$ cat config.mk
export PLATFORM = sky130hd
export DESIGN_NAME = clock_gen
export DESIGN_NICKNAME = d
export VERILOG_FILES = /design/src/rtl/clock_pkg.sv /design/src/rtl/clock_gen_period_reg.sv /design/src/rtl/clock_gen.sv
export SDC_FILE = /design/constraint.sdc
export NUM_CORES = 1
export LEC_CHECK = 0
export CAP_MARGIN = 20
export CELL_PAD_IN_SITES_DETAIL_PLACEMENT = 1
export CELL_PAD_IN_SITES_GLOBAL_PLACEMENT = 2
export CORE_UTILIZATION = 39
export CTS_BUF_LIST = sky130_fd_sc_hd__clkbuf_2
export CTS_CLUSTER_SIZE = 28
export DETAILED_ROUTE_END_ITERATION = 12
export PLACE_DENSITY = 0.95
export SLEW_MARGIN = 40
export SYNTH_ARGS = -nofsm -noshare
export SYNTH_HDL_FRONTEND = slang
export SYNTH_SLANG_ARGS = --single-unit
$ cat constraint.sdc
create_clock -name clk -period 9.91 [get_ports clk]
set_input_delay 1.4865 -clock clk [delete_from_list [all_inputs] [get_ports clk]]
set_output_delay 1.4865 -clock clk [all_outputs]
set_load 0.1 [all_outputs]
$ cat src/rtl/clock_pkg.sv
// Shared constants and the period clamp used by the clock generator and its period register.
package clock_pkg;

    localparam int DEFAULT_PERIOD = 10;
    localparam int MIN_PERIOD     = 2;

    // Anything shorter than two reference cycles cannot have both a high and a low phase.
    function automatic logic [31:0] clamp_period(input logic [31:0] p);
        return (p < 32'(MIN_PERIOD)) ? 32'(MIN_PERIOD) : p;
    endfunction

endpackage

$ cat src/rtl/clock_gen_period_reg.sv
// Holds a pending period request and promotes it to the active period when told to apply.
module clock_gen_period_reg
    import clock_pkg::*;
#(
    parameter int PERIOD = DEFAULT_PERIOD,
    parameter int W      = 16
) (
    input  logic         clk,
    input  logic         reset,
    input  logic         per_load,
    input  logic [W-1:0] per_val,
    input  logic         apply,
    output logic [W-1:0] per_cur,
    output logic [W-1:0] per_next
);

    localparam logic [W-1:0] RESET_PERIOD = W'(clamp_period(32'(PERIOD)));

    logic [W-1:0] per_cur_q;
    logic [W-1:0] pend_q;
    logic         pend_valid_q;
    logic [W-1:0] load_val;

    assign load_val = W'(clamp_period(32'(per_val)));

    // A load arriving on the applying edge wins, so it governs the period that starts there.
    always_comb begin
        per_next = per_cur_q;
        if (per_load) begin
            per_next = load_val;
        end else if (pend_valid_q) begin
            per_next = pend_q;
        end
    end

    always_ff @(posedge clk or negedge reset) begin
        if (!reset) begin
            per_cur_q    <= RESET_PERIOD;
            pend_q       <= RESET_PERIOD;
            pend_valid_q <= 1'b0;
        end else if (apply) begin
            per_cur_q    <= per_next;
            pend_valid_q <= 1'b0;
        end else if (per_load) begin
            pend_q       <= load_val;
            pend_valid_q <= 1'b1;
        end
    end

    assign per_cur = per_cur_q;

endmodule

$ cat src/rtl/clock_gen.sv
// Integer-divide clock generator: registered clk_out with edge strobes, clean stop/start
// at period boundaries, deferred period changes and a rising-edge counter.
module clock_gen
    import clock_pkg::*;
#(
    parameter int PERIOD = DEFAULT_PERIOD,
    parameter int W      = 16,
    parameter int CW     = 32
) (
    input  logic          clk,
    input  logic          reset,
    input  logic          en,
    input  logic          per_load,
    input  logic [W-1:0]  per_val,
    output logic          clk_out,
    output logic          rise_stb,
    output logic          fall_stb,
    output logic          running,
    output logic [W-1:0]  per_cur,
    output logic [CW-1:0] cyc_cnt
);

    localparam logic [0:0]   STOPPED      = 1'b0;
    localparam logic [0:0]   RUNNING      = 1'b1;
    localparam logic [W-1:0] RESET_PERIOD = W'(clamp_period(32'(PERIOD)));

    logic [0:0]    state_q, state_d;
    logic [W-1:0]  cnt_q, cnt_d;
    logic          clk_out_q, clk_out_d;
    logic          rise_q, rise_d;
    logic          fall_q, fall_d;
    logic [CW-1:0] cyc_q, cyc_d;

    logic [W-1:0]  per_next;
    logic          apply;
    logic [W-1:0]  nxt;
    logic [W:0]    hi;
    logic          at_end;

    clock_gen_period_reg #(
        .PERIOD (PERIOD),
        .W      (W)
    ) u_period_reg (
        .clk      (clk),
        .reset    (reset),
        .per_load (per_load),
        .per_val  (per_val),
        .apply    (apply),
        .per_cur  (per_cur),
        .per_next (per_next)
    );

    always_comb begin
        hi     = ({1'b0, per_cur} + (W+1)'(1)) >> 1;
        at_end = (cnt_q == per_cur - W'(1));
        nxt    = at_end ? '0 : cnt_q + W'(1);

        state_d   = state_q;
        cnt_d     = cnt_q;
        clk_out_d = 1'b0;
        rise_d    = 1'b0;
        fall_d    = 1'b0;
        cyc_d     = cyc_q;
        apply     = 1'b0;

        if (state_q == STOPPED) begin
            // While stopped the pending period is adopted at once; starting begins a fresh period.
            apply = 1'b1;
            if (en) begin
                state_d   = RUNNING;
                cnt_d     = '0;
                clk_out_d = 1'b1;
                rise_d    = 1'b1;
                cyc_d     = cyc_q + CW'(1);
            end else begin
                cnt_d = per_next - W'(1);
            end
        end else if (at_end && !en) begin
            state_d = STOPPED;
        end else begin
            apply     = at_end;
            cnt_d     = nxt;
            clk_out_d = ({1'b0, nxt} < hi);
            rise_d    = at_end;
            fall_d    = ({1'b0, nxt} == hi);
            if (at_end) begin
                cyc_d = cyc_q + CW'(1);
            end
        end
    end

    always_ff @(posedge clk or negedge reset) begin
        if (!reset) begin
            state_q   <= STOPPED;
            cnt_q     <= RESET_PERIOD - W'(1);
            clk_out_q <= 1'b0;
            rise_q    <= 1'b0;
            fall_q    <= 1'b0;
            cyc_q     <= '0;
        end else begin
            state_q   <= state_d;
            cnt_q     <= cnt_d;
            clk_out_q <= clk_out_d;
            rise_q    <= rise_d;
            fall_q    <= fall_d;
            cyc_q     <= cyc_d;
        end
    end

    assign clk_out  = clk_out_q;
    assign rise_stb = rise_q;
    assign fall_stb = fall_q;
    assign running  = (state_q == RUNNING);
    assign cyc_cnt  = cyc_q;

endmodule

==> results.toml <==
[run_status]
run_status = "finished with violations"
violations = "DRC"

[critical_path]
required_ns = 10.40
critPathLaunchType = "flip-flop"
r2r_setup_slack_ns = 5.42
critPathKind = "reg -> reg"
arrival_ns = 4.98
endpoint_kind = "flip-flop"
slowest_delay_ns = 0.54
critical_path.cell_chain = "inv_1 > ha_1 > nor2b_1 > nand4_1 > or4_1 > a22oi_1 > o2111ai_1 > buf_4 > and2_1 > ha_1 > nor2b_1 > o21ai_0 > nand2b_1 > a21oi_1 > o21ai_0 > a31oi_1 > o221ai_1 > a21boi_0"
critPathMaxFanout = 10
critPathBufInv = 2
crit_family = "simple AND/OR/NAND/NOR gates"
slowest_stage = "dfrtp_1"

[place]
placed_cells = 865
gp_congestion = 0.869
portBuffers = 71
dp_hpwl_um = 13100

[synthesis]
ys_async_sr_fraction_pct = 100
yosysWarnings = 0
synth_top_area_share_pct = 33.5
synth_most_common_cell = "dfrtp_1"
yosys-top-cells-count = "79 x dfrtp_1, 57 x nor2_1, 52 x xnor2_1"
seq_area_frac_synth_pct = 36.2
synth.avg_cell_area_sq_um = 9.23
synthesis.area_sq_um = 5900
netlist_instances = 639
synth-seq-cells = 85
synth-edff-count = 0
yosysTopAreaCell = "dfrtp_1"
synth.net_count = 680
synth_flop_cell = "dfrtp_1"
synthTopCellsByArea = "dfrtp_1 34%, xnor2_1 7.7%, xor2_1 5.6%, ha_1 4.5%, nor2_1 3.6%"
yosysUniqueCellTypes = 70

[sta]
period_needed_ns = 4.49
setup_viol = 0
finalHoldViolations = 0
fmax_mhz = 223
finClkSkew_ns = 0.0416
setup_tns_ns = 0
drv_slew = 0
fin_hold_ws_ns = 0.505
slew_headroom_pct = 51.3
worstMarginPinSlew_ns = 0.731
rsz0062_at_grt = "false"
fin_crit_sh_pct = 45.3

[final_layout]
fin_cells = 882
layout.nets = 733
syn_to_final_growth_pct = 11.3
drive_gt1_share_pct = 17.1

[clock_network]
clk_latency_ns = 0.58
cts_inserted_buffers = 9
clk_pin_slew_worst_paths_ns = 0.27
clk_path_buf_depth = 2
cts_setup_buffers = 0
cts_resized = 0
cts_tree = "yes"
cts_hold_buf = 0
cts_sinks = 85
ctsRootBufferMaster = "clkbuf_2"
htree_levels = 3

[grt]
gr-total-overflow = 0
grt_usage_pct = 23.3
antenna_found_initial = 1
grt_pass1_wl_um = 29000
grt_max_degree = 50
first_global_vias = 5431

[route]
drc_errors = 2
antenna_left = 0
via_per_inst = 5.80
wl_per_cell_um = 19.7
dr.pass1.iters = 8
num_vias = 5119
wl_um = 17400
first_iter_violations = 247

[die]
start_util_pct = 40.3
die_w_um = 125
chipHeight_um = 125
pin_count = 72
row_count = 44
design.die.area_sq_um = 15600
fp.coreArea_sq_um = 14600

[job]
cap_viol_max_count = 0

[worst_hold_path]
hp-class = "reg -> reg"

[power]
vdd_drop_max_mv = 0.0603
finalPower_mw = 0.784
leakage_nw = 2.96
powerDensity_nw_per_um2 = 119
## cell type report
cell class | count | area, sq um
Tap cell | 184 | 230
Clock buffer | 10 | 50.0
Fill cell | 1749 | 8080
Multi-Input combinational cell | 495 | 3510
Sequential cell | 85 | 2140
Inverter | 21 | 78.8
Clock inverter | 6 | 45.0
Timing Repair Buffer | 80 | 505
Antenna cell | 1 | 2.50
## worst reg2reg max path, stage by stage (launching register included)
cell and delay [ns]:
dfrtp_1 0.54, inv_1 0.19, ha_1 0.25, nor2b_1 0.50, nand4_1 0.15, or4_1 0.43, a22oi_1 0.26, o2111ai_1 0.18
buf_4 0.23, and2_1 0.18, ha_1 0.30, nor2b_1 0.13, o21ai_0 0.16, nand2b_1 0.08, a21oi_1 0.15, o21ai_0 0.12
a31oi_1 0.25, o221ai_1 0.14, a21boi_0 0.17
## logic make-up (layout without fill, tap and decap cells)
family	Yosys count	in the layout	synth area share, %
adders and majority gates	22	22	4.62
AOI/OAI and AO/OA	106	106	12.5
buffers and inverters	59	117	4.31
and+or+nand+nor	231	231	20.6
other	0	1	0
xor gates and xnor gates	90	90	13.4
DFF	85	85	36.2
muxes	46	46	8.36
## where the power goes
part	switching, mW	internal (mW)	total (mW)
clock network	0.133	0.0351	0.168
logic	0.127	0.0772	0.204
registers	0.0398	0.371	0.411
total	0.300	0.483	0.784
## metrics by stage
| stage | util [%] | instance area, sq um | worst slack, ns |
|---|---|---|---|
| final | 44.8 | 6560 | 5.42 |
| after floorplan | - | 5900 | 5.73 |
| after CTS | 44.8 | 6560 | 5.45 |
| after detailed placement | 44.2 | 6470 | 4.91 |
| after global routing | 44.8 | 6560 | 5.13 |
| after global placement | 45.8 | 6710 | 5.09 |
## state kept, by name (all words and copies together), names as in the netlist
signal	count
running	1
cnt_q	16
rise_stb	1
u_period_reg.pend_valid_q	1
cyc_cnt	32
clk_out	1
u_period_reg.per_cur	16
fall_stb	1
u_period_reg.pend_q	16
## final timing paths
path | startpoint | endpoint | cells after the start
max | u_period_reg.per_cur[0]$_DFFE_PN0N_ | clk_out$_DFF_PN0_ | 18
min in group asynchronous | reset | u_period_reg.pend_q[6]$_DFFE_PN0P_ | 1
min reg2reg | cyc_cnt[24]$_DFFE_PN0P_ | cyc_cnt[24]$_DFFE_PN0P_ | 1
min | cyc_cnt[24]$_DFFE_PN0P_ | cyc_cnt[24]$_DFFE_PN0P_ | 1
max reg2reg | u_period_reg.per_cur[0]$_DFFE_PN0N_ | clk_out$_DFF_PN0_ | 18
max in group asynchronous | reset | running$_DFF_PN0_ | 2
## metal layers
layer | GRT usage, % | vias up | wire, um
li1 | - | 2400 | -
met1 | 31.7 | 2586 | 7680
met2 | 38.6 | 111 | 8600
met3 | 2.74 | 22 | 783
met4 | 7.96 | 0 | 288
met5 | 0 | - | 0
## layout by cell type, fill, tap and decap left out, types with 14 or more instances in the layout
| cell type | n |
|---|---|
| and3_1 | 21 |
| buf_2 | 55 |
| clkdlybuf4s50_1 | 17 |
| dfrtp_1 | 77 |
| ha_1 | 21 |
| inv_1 | 20 |
| mux2_2 | 18 |
| mux2i_1 | 20 |
| nand2_1 | 36 |
| nand3_1 | 38 |
| nand4_1 | 14 |
| nor2_1 | 57 |
| o21ai_0 | 30 |
| xnor2_1 | 52 |
| xor2_1 | 38 |
(Power assumes the default switching activity.)
